==> config.mk <==
export PLATFORM = sky130hd
export DESIGN_NAME = level_sequencer_flat
export DESIGN_NICKNAME = d
export VERILOG_FILES = /design/src/rtl/level_sequencer_if.sv /design/src/rtl/level_sequencer.sv /design/src/flat_wrapper.sv
export SDC_FILE = /design/constraint.sdc
export NUM_CORES = 1
export LEC_CHECK = 0
export BUFFER_PORTS_ARGS = -buffer_cell sky130_fd_sc_hd__buf_2
export CAP_MARGIN = 5
export CORE_MARGIN = 1
export CORE_UTILIZATION = 47
export CTS_BUF_LIST = sky130_fd_sc_hd__clkbuf_4 sky130_fd_sc_hd__clkbuf_8 sky130_fd_sc_hd__clkbuf_16
export DETAILED_ROUTE_END_ITERATION = 8
export GPL_TIMING_DRIVEN = 1
export PLACE_DENSITY = 0.62
export SLEW_MARGIN = 20
export SYNTH_ARGS = -nofsm -noshare
export SYNTH_HDL_FRONTEND = slang
export SYNTH_SLANG_ARGS = --single-unit
==> constraint.sdc <==
create_clock -name Clk -period 5.2 [get_ports Clk]
set_input_delay 0.52 -clock Clk [delete_from_list [all_inputs] [get_ports Clk]]
set_output_delay 0.52 -clock Clk [all_outputs]
set_load 0.1 [all_outputs]
==> src/rtl/level_sequencer_if.sv <==
// Bundle between the game-flow sequencer and its environment.
// The master side is the sequencer: it takes keyboard/level status and drives
// level enables, the level reset pulse and the HUD status. The slave side is
// everything around it: the keyboard decode, the level blocks and the HUD.
interface level_sequencer_if;

    // keyboard decode -> sequencer
    logic       start_game;

    // level blocks -> sequencer
    logic [2:0] lvl_done;
    logic [2:0] lvl_guesses0;
    logic [2:0] lvl_guesses1;
    logic [2:0] lvl_guesses2;

    // sequencer -> level blocks
    logic [2:0] lvl_start;
    logic       lvl_reset;

    // sequencer -> HUD
    logic [1:0] curr_level;
    logic [2:0] lives;
    logic [7:0] score;
    logic       game_over;
    logic       game_won;

    modport master (
        input  start_game,
        input  lvl_done,
        input  lvl_guesses0,
        input  lvl_guesses1,
        input  lvl_guesses2,
        output lvl_start,
        output lvl_reset,
        output curr_level,
        output lives,
        output score,
        output game_over,
        output game_won
    );

    modport slave (
        output start_game,
        output lvl_done,
        output lvl_guesses0,
        output lvl_guesses1,
        output lvl_guesses2,
        input  lvl_start,
        input  lvl_reset,
        input  curr_level,
        input  lives,
        input  score,
        input  game_over,
        input  game_won
    );

endinterface

==> src/rtl/level_sequencer.sv <==
// Game-flow controller for the three lock-pick levels (easy/medium/hard).
// Runs one level at a time: a one-cycle ARM state pulses the level's reset,
// PLAY enables the level and watches only its done flag and guess count,
// SOLVED/FAILED show a banner for a fixed time, and LOST/WON wait for a new
// game. A solve is only accepted once the done flag has been held high for
// HOLD_CYCLES consecutive cycles, which filters glitches on the combinational
// done flags. Every HUD and level-control output comes straight from a flop.
module level_sequencer #(
    parameter int MAX_GUESSES = 6,
    parameter int LIVES       = 3,
    parameter int HOLD_CYCLES = 25000000,
    parameter int SHOW_CYCLES = 50000000
) (
    input  logic               Clk,
    input  logic               reset,
    level_sequencer_if.master  bus
);

    // ------------------------------------------------------------------
    // Constants
    // ------------------------------------------------------------------
    localparam int HOLD_W = $clog2(HOLD_CYCLES + 1);
    localparam int SHOW_W = $clog2(SHOW_CYCLES + 1);

    // Last counter value before the threshold: compare against this so the
    // counter never needs to represent more than its parameter.
    localparam logic [HOLD_W-1:0] HOLD_LAST = HOLD_W'(HOLD_CYCLES - 1);
    localparam logic [HOLD_W-1:0] HOLD_ONE  = HOLD_W'(1);
    localparam logic [HOLD_W-1:0] HOLD_ZERO = HOLD_W'(0);
    localparam logic [SHOW_W-1:0] SHOW_LAST = SHOW_W'(SHOW_CYCLES - 1);
    localparam logic [SHOW_W-1:0] SHOW_ONE  = SHOW_W'(1);
    localparam logic [SHOW_W-1:0] SHOW_ZERO = SHOW_W'(0);

    localparam logic [2:0] MAX_G      = 3'(MAX_GUESSES);
    localparam logic [2:0] LIVES_INIT = 3'(LIVES);

    // curr_level value shown whenever no level is active
    localparam logic [1:0] NO_LEVEL   = 2'd3;
    localparam logic [1:0] LAST_LEVEL = 2'd2;

    typedef enum logic [2:0] {
        ST_IDLE   = 3'd0,
        ST_ARM    = 3'd1,
        ST_PLAY   = 3'd2,
        ST_SOLVED = 3'd3,
        ST_FAILED = 3'd4,
        ST_LOST   = 3'd5,
        ST_WON    = 3'd6
    } state_e;

    // ------------------------------------------------------------------
    // Helpers
    // ------------------------------------------------------------------

    // One-hot enable for a level index; index 3 (no level) gives all zeros.
    function automatic logic [2:0] level_onehot(input logic [1:0] lvl);
        logic [2:0] oh;
        case (lvl)
            2'd0:    oh = 3'b001;
            2'd1:    oh = 3'b010;
            2'd2:    oh = 3'b100;
            default: oh = 3'b000;
        endcase
        return oh;
    endfunction

    // Score after a solve: award the unused guesses, saturating at 255.
    // A guess count at or above the limit awards nothing.
    function automatic logic [7:0] score_after_solve(input logic [7:0] cur,
                                                     input logic [2:0] guesses);
        logic [2:0] award;
        logic [8:0] sum;
        if (guesses >= MAX_G) begin
            award = 3'd0;
        end else begin
            award = MAX_G - guesses;
        end
        sum = {1'b0, cur} + {6'd0, award};
        if (sum[8]) begin
            return 8'hFF;
        end else begin
            return sum[7:0];
        end
    endfunction

    // Lives after a failed level; never wraps below zero.
    function automatic logic [2:0] lives_after_fail(input logic [2:0] cur);
        if (cur == 3'd0) begin
            return 3'd0;
        end else begin
            return cur - 3'd1;
        end
    endfunction

    // ------------------------------------------------------------------
    // State and output flops
    // ------------------------------------------------------------------
    state_e            state_q,      state_d;
    logic [1:0]        level_q,      level_d;
    logic [HOLD_W-1:0] hold_q,       hold_d;
    logic [SHOW_W-1:0] show_q,       show_d;
    logic [2:0]        lvl_start_q,  lvl_start_d;
    logic              lvl_reset_q,  lvl_reset_d;
    logic [1:0]        curr_level_q, curr_level_d;
    logic [2:0]        lives_q,      lives_d;
    logic [7:0]        score_q,      score_d;
    logic              game_over_q,  game_over_d;
    logic              game_won_q,   game_won_d;

    // Status of the selected level only
    logic              sel_done_s;
    logic [2:0]        sel_guesses_s;
    logic              solve_now_s;
    logic              limit_hit_s;
    logic [HOLD_W-1:0] hold_next_s;

    // Route the active level's done flag and guess count; others are ignored.
    always_comb begin
        sel_done_s    = 1'b0;
        sel_guesses_s = 3'd0;
        case (level_q)
            2'd0: begin
                sel_done_s    = bus.lvl_done[0];
                sel_guesses_s = bus.lvl_guesses0;
            end
            2'd1: begin
                sel_done_s    = bus.lvl_done[1];
                sel_guesses_s = bus.lvl_guesses1;
            end
            2'd2: begin
                sel_done_s    = bus.lvl_done[2];
                sel_guesses_s = bus.lvl_guesses2;
            end
            default: begin
                sel_done_s    = 1'b0;
                sel_guesses_s = 3'd0;
            end
        endcase
    end

    // Hold-counter bookkeeping: a solve is confirmed on the cycle the run of
    // consecutive done cycles reaches HOLD_CYCLES.
    always_comb begin
        solve_now_s = sel_done_s && (hold_q == HOLD_LAST);
        limit_hit_s = (sel_guesses_s >= MAX_G);
        if (sel_done_s) begin
            hold_next_s = hold_q + HOLD_ONE;
        end else begin
            hold_next_s = HOLD_ZERO;
        end
    end

    // Next-state and next-output logic of the game-flow FSM.
    always_comb begin
        state_d      = state_q;
        level_d      = level_q;
        hold_d       = hold_q;
        show_d       = show_q;
        lvl_start_d  = lvl_start_q;
        lvl_reset_d  = 1'b0;
        curr_level_d = curr_level_q;
        lives_d      = lives_q;
        score_d      = score_q;
        game_over_d  = game_over_q;
        game_won_d   = game_won_q;

        case (state_q)
            ST_IDLE, ST_LOST, ST_WON: begin
                if (bus.start_game) begin
                    // fresh game from level 0
                    state_d      = ST_ARM;
                    level_d      = 2'd0;
                    hold_d       = HOLD_ZERO;
                    lvl_start_d  = 3'b000;
                    lvl_reset_d  = 1'b1;
                    curr_level_d = 2'd0;
                    lives_d      = LIVES_INIT;
                    score_d      = 8'd0;
                    game_over_d  = 1'b0;
                    game_won_d   = 1'b0;
                end else begin
                    state_d = state_q;
                end
            end

            ST_ARM: begin
                // level reset pulse has been out for one cycle; enable level
                state_d      = ST_PLAY;
                hold_d       = HOLD_ZERO;
                lvl_start_d  = level_onehot(level_q);
                curr_level_d = level_q;
            end

            ST_PLAY: begin
                if (solve_now_s) begin
                    // solve outranks a guess limit reached in the same cycle
                    state_d     = ST_SOLVED;
                    hold_d      = hold_next_s;
                    show_d      = SHOW_ZERO;
                    lvl_start_d = 3'b000;
                    score_d     = score_after_solve(score_q, sel_guesses_s);
                end else if (limit_hit_s) begin
                    state_d     = ST_FAILED;
                    hold_d      = hold_next_s;
                    show_d      = SHOW_ZERO;
                    lvl_start_d = 3'b000;
                    lives_d     = lives_after_fail(lives_q);
                end else begin
                    state_d     = ST_PLAY;
                    hold_d      = hold_next_s;
                    lvl_start_d = level_onehot(level_q);
                end
            end

            ST_SOLVED: begin
                if (show_q == SHOW_LAST) begin
                    if (level_q < LAST_LEVEL) begin
                        state_d      = ST_ARM;
                        level_d      = level_q + 2'd1;
                        hold_d       = HOLD_ZERO;
                        lvl_reset_d  = 1'b1;
                        curr_level_d = level_q + 2'd1;
                    end else begin
                        state_d      = ST_WON;
                        game_won_d   = 1'b1;
                        curr_level_d = NO_LEVEL;
                    end
                end else begin
                    show_d = show_q + SHOW_ONE;
                end
            end

            ST_FAILED: begin
                if (show_q == SHOW_LAST) begin
                    if (lives_q == 3'd0) begin
                        state_d      = ST_LOST;
                        game_over_d  = 1'b1;
                        curr_level_d = NO_LEVEL;
                    end else begin
                        // retry the same level
                        state_d      = ST_ARM;
                        hold_d       = HOLD_ZERO;
                        lvl_reset_d  = 1'b1;
                        curr_level_d = level_q;
                    end
                end else begin
                    show_d = show_q + SHOW_ONE;
                end
            end

            default: begin
                // unreachable encoding: fall back to the idle/reset picture
                state_d      = ST_IDLE;
                level_d      = 2'd0;
                hold_d       = HOLD_ZERO;
                show_d       = SHOW_ZERO;
                lvl_start_d  = 3'b000;
                curr_level_d = NO_LEVEL;
                lives_d      = LIVES_INIT;
                score_d      = 8'd0;
                game_over_d  = 1'b0;
                game_won_d   = 1'b0;
            end
        endcase
    end

    // State and registered outputs; reset drops every output at once.
    always_ff @(posedge Clk or posedge reset) begin
        if (reset) begin
            state_q      <= ST_IDLE;
            level_q      <= 2'd0;
            hold_q       <= HOLD_ZERO;
            show_q       <= SHOW_ZERO;
            lvl_start_q  <= 3'b000;
            lvl_reset_q  <= 1'b0;
            curr_level_q <= NO_LEVEL;
            lives_q      <= LIVES_INIT;
            score_q      <= 8'd0;
            game_over_q  <= 1'b0;
            game_won_q   <= 1'b0;
        end else begin
            state_q      <= state_d;
            level_q      <= level_d;
            hold_q       <= hold_d;
            show_q       <= show_d;
            lvl_start_q  <= lvl_start_d;
            lvl_reset_q  <= lvl_reset_d;
            curr_level_q <= curr_level_d;
            lives_q      <= lives_d;
            score_q      <= score_d;
            game_over_q  <= game_over_d;
            game_won_q   <= game_won_d;
        end
    end

    assign bus.lvl_start  = lvl_start_q;
    assign bus.lvl_reset  = lvl_reset_q;
    assign bus.curr_level = curr_level_q;
    assign bus.lives      = lives_q;
    assign bus.score      = score_q;
    assign bus.game_over  = game_over_q;
    assign bus.game_won   = game_won_q;

endmodule

==> src/flat_wrapper.sv <==
// flat-port wrapper written by rule: the top's interface ports become plain ports
module level_sequencer_flat 
#(
    parameter int MAX_GUESSES = 6,
    parameter int LIVES       = 3,
    parameter int HOLD_CYCLES = 25000000,
    parameter int SHOW_CYCLES = 50000000
)
  (Clk, reset, bus_start_game, bus_lvl_done, bus_lvl_guesses0, bus_lvl_guesses1, bus_lvl_guesses2, bus_lvl_start, bus_lvl_reset, bus_curr_level, bus_lives, bus_score, bus_game_over, bus_game_won);
  level_sequencer_if bus_i ();
  input  logic Clk;
  input  logic reset;
  input wire logic [$bits(bus_i.start_game)-1:0] bus_start_game;
  input wire logic [$bits(bus_i.lvl_done)-1:0] bus_lvl_done;
  input wire logic [$bits(bus_i.lvl_guesses0)-1:0] bus_lvl_guesses0;
  input wire logic [$bits(bus_i.lvl_guesses1)-1:0] bus_lvl_guesses1;
  input wire logic [$bits(bus_i.lvl_guesses2)-1:0] bus_lvl_guesses2;
  output wire logic [$bits(bus_i.lvl_start)-1:0] bus_lvl_start;
  output wire logic [$bits(bus_i.lvl_reset)-1:0] bus_lvl_reset;
  output wire logic [$bits(bus_i.curr_level)-1:0] bus_curr_level;
  output wire logic [$bits(bus_i.lives)-1:0] bus_lives;
  output wire logic [$bits(bus_i.score)-1:0] bus_score;
  output wire logic [$bits(bus_i.game_over)-1:0] bus_game_over;
  output wire logic [$bits(bus_i.game_won)-1:0] bus_game_won;
  assign bus_i.start_game = bus_start_game;
  assign bus_i.lvl_done = bus_lvl_done;
  assign bus_i.lvl_guesses0 = bus_lvl_guesses0;
  assign bus_i.lvl_guesses1 = bus_lvl_guesses1;
  assign bus_i.lvl_guesses2 = bus_lvl_guesses2;
  assign bus_lvl_start = bus_i.lvl_start;
  assign bus_lvl_reset = bus_i.lvl_reset;
  assign bus_curr_level = bus_i.curr_level;
  assign bus_lives = bus_i.lives;
  assign bus_score = bus_i.score;
  assign bus_game_over = bus_i.game_over;
  assign bus_game_won = bus_i.game_won;
  level_sequencer #(.MAX_GUESSES(MAX_GUESSES), .LIVES(LIVES), .HOLD_CYCLES(HOLD_CYCLES), .SHOW_CYCLES(SHOW_CYCLES)) u_core (.Clk(Clk), .reset(reset), .bus(bus_i));
endmodule
==> metrics.md <==
| Metric | Value |
|---|---|
| Min-delay worst type | `input port to asynchronous set/reset pin` |
| Core footprint | `9370 sq um` |
| Run status | `finished, final reports clean` |
| Final net count | `611` |
| GRT Overall Usage | `a little under a quarter` |
| Non-filler cells in the finished layout | `714` |
| Via count | `between 4000 and 5000` |
| Final Hold Fails | `0` |
| #FFs+latches synth | `75` |
| CTS max path bufs | `2` |
| Switch share | `roughly 45%` |
| Largest net degree at the start of global routing | `76` |
| Top cell type's share of synthesized area | `38.4%` |
| Commonest non-fill, non-tap cell in the layout | `dfrtp_1` |
| Share of post-route cells with drive strength above 1 | `12.8%` |
| Setup crit start kind | `flip-flop` |
| WL met2 | `5040 um` |
| First-pass GRT wire length | `18800 um` |
| Final Util | `54.7%` |
| Wire length on met3 | `418 um` |
| TritonCTS clock tree | `yes` |
| Area after DPL | `~5000 sq um` |
| H-Tree Depth | `3` |
| VDD IR max | `0.228 mV` |
| Seq/Total Area, Yosys | `40.7%` |
| Area Overhead vs Synth | `10.8%` |
| Overflow left after global routing | `0` |
| Tcrit/Tclk final | `79.2%` |
| Post-CTS Setup Bufs | `0` |
| Vias/cell | `5.91` |
| EDFF count, synth | `0` |
| Initial core utilization | `49.4%` |
| Synth unique cells | `62` |
| Routed WL per cell | `15.1 um` |
| Final Slew Violations | `0` |
| CP Max Fanout | `11` |
| Lkg Pwr | `2.19 nW` |
| Final ANT Viol Nets | `0` |
| Worst rel slew slack | `34.6%` |
| Final setup violation count | `0` |
| Most used DFF post-synth | `dfrtp_1` |
| Clock sink count | `75` |
| Yosys warns | `0` |
| PwrDens | `451 nW/um^2` |
| Flop pwr share | `32.8%` |
| Clock power share | `22.6%` |
| Total Wirelength | `10800 um` |
| Root buffer cell | `clkbuf_8` |
| Top routing layer used | `met4` |
| Ant. Diodes | `0` |
| Required time of the critical path | `5440 ps` |
| Synthesized Nets | `585` |
| Die H | `101 um` |
| WP data arrival | `4360 ps` |
| Worst Skew | `7.04 ps` |
| First-pass DRT Iterations | `5` |
| Logic pwr share | `44.5%` |
| Final min period | `4120 ps` |
| Async set-or-reset flop fraction in the synthesized netlist | `100%` |
| Largest area contributor in the netlist | `dfrtp_1` |
| TNS Setup | `0 ps` |
| Number of global-route vias before repair | `4045` |
| Total Power | `approximately 2.3 mW` |
| Initial antenna violation count | `0` |
| Fin area | `between 5000 and 6000 sq um` |
| Buffers on Ports | `33` |
| Max cap viols | `0` |
| Dpl cells | `698` |
| Routed metal-1 wirelength | `around 5200 um` |
| Crit end category | `flip-flop` |
| Die W | `101 um` |
| Cts bufs inserted | `9` |
| DRC Markers | `0` |
| Actual slew at the worst max-slew pin | `977 ps` |
| Worst-Skew Late Latency | `between 300 and 400 ps` |
| RSZ-0062 raised after global routing | `false` |
| Mapped Cells | `554` |
| Most frequent cells in the layout | `dfrtp_1 (71), o21ai_1 (60), nor2_1 (55)` |
| Drt initial violations | `217` |
| IO Pins | `34` |
| Synth top area cells | `dfrtp_1 (38%), o21ai_1 (6.5%), nor2_1 (4.5%)` |
| Reg clk slew, reported paths | `80 ps` |
| Pint | `1.27 mW` |
| Net Sw Power | `1.04 mW` |
| Syn_area_per_cell | `8.35 sq um` |
| Placed wire-length estimate | `7290 um` |
| Post-synthesis cell area | `4630 sq um` |
| GP Congestion | `0.882` |
| Post-CTS sizing | `0` |
| Achievable clock frequency | `roughly 0.24 GHz` |
| Critical path class | `flip-flop to flip-flop` |
| Num rows | `35` |
| CTS Hold Bufs | `0` |
| Full die area | `10200 sq um` |
[flip-flops by register name, summed over array words and instances, names as in the netlist]
register               cells
u_core.bus.lives           3
u_core.state_q             3
u_core.bus.game_over       1
u_core.bus.curr_level      2
u_core.bus.lvl_start       3
u_core.level_q             2
u_core.bus.score           8
u_core.hold_q             25
u_core.show_q             26
u_core.bus.lvl_reset       1
u_core.bus.game_won        1
[worst max-delay path, stage by stage, from the launching register on]
cell	delay (ps)
dfrtp_1	550
inv_1	180
ha_1	280
a222oi_1	410
or2_2	210
ha_1	130
o21ba_2	170
nor3_1	360
nor2_1	110
ha_1	220
fa_1	400
a21oi_1	200
nand2b_1	170
nor3_1	90
and3_1	250
o21ai_0	180
o21ai_1	80
[path summary, 6_finish.rpt]
path,start,endpoint,slack [ps],depth (start not counted)
worst max-delay path,u_core.level_q[1],u_core.bus.score[5],1080,16
worst max register to register,u_core.level_q[1],u_core.bus.score[5],1080,16
min in group Clk,u_core.hold_q[24],u_core.hold_q[24],470,1
worst min-delay path,reset,u_core.hold_q[5],430,3
max in group asynchronous,reset,u_core.level_q[0],4120,3
worst min register to register,u_core.hold_q[24],u_core.hold_q[24],470,1
[kinds of logic (layout without fill, tap and decap cells)]
logic type      count (synthesis)  count (layout)  synth area share [%]
fa+ha+maj                      16              16                  4.49
flops                          75              75                  40.7
mux                             3               3                 0.703
buf+inv                        42              73                  3.81
compound gates                184             184                  23.7
xor+xnor                        8               8                  1.51
simple gates                  226             226                  25.1
[power by group through the flow]
stage	Clock, mW	Combinational [mW]	Sequential (mW)
final	0.523	1.03	0.760
after detailed placement	0	1.03	0.767
after global placement	0	1.03	0.766
after global routing	0.561	1.14	0.773
after floorplan	0	0.705	0.874
after CTS	0.534	1.03	0.757
[per-stage QoR]
stage	hold slack [ps]	setup WS [ps]
floorplan	433	1540
global placement	464	1380
detailed placement	464	1160
CTS	479	1120
global route	511	727
finish	426	1080
[cell type report]
type | instances | area (sq um)
flip-flops and latches | 75 | 1880
multi-input cells | 437 | 2570
repair buffers | 40 | 218
clock buffers | 12 | 159
fillers | 879 | 4250
inverters | 17 | 63.8
well taps | 129 | 161
clock inverters | 4 | 72.6
[per-layer routing]
metal / GRT usage [%] / vias to the layer above
li1: - / 2089
met1: 31.0 / 2022
met2: 38.0 / 98
met3: 3.04 / 13
met4: 9.03 / 0
met5: 0 / -
[Yosys cell counts (12+ instances only)]
master / number
dfrtp_1: 71
o21ai_1: 60
nor2_1: 55
nand2_1: 54
a21oi_1: 36
o21ai_0: 32
nand3_1: 24
clkbuf_1: 20
nand4_1: 18
inv_1: 16
ha_1: 15
a31oi_1: 12
No activity file was read; power rests on OpenSTA's default activity.
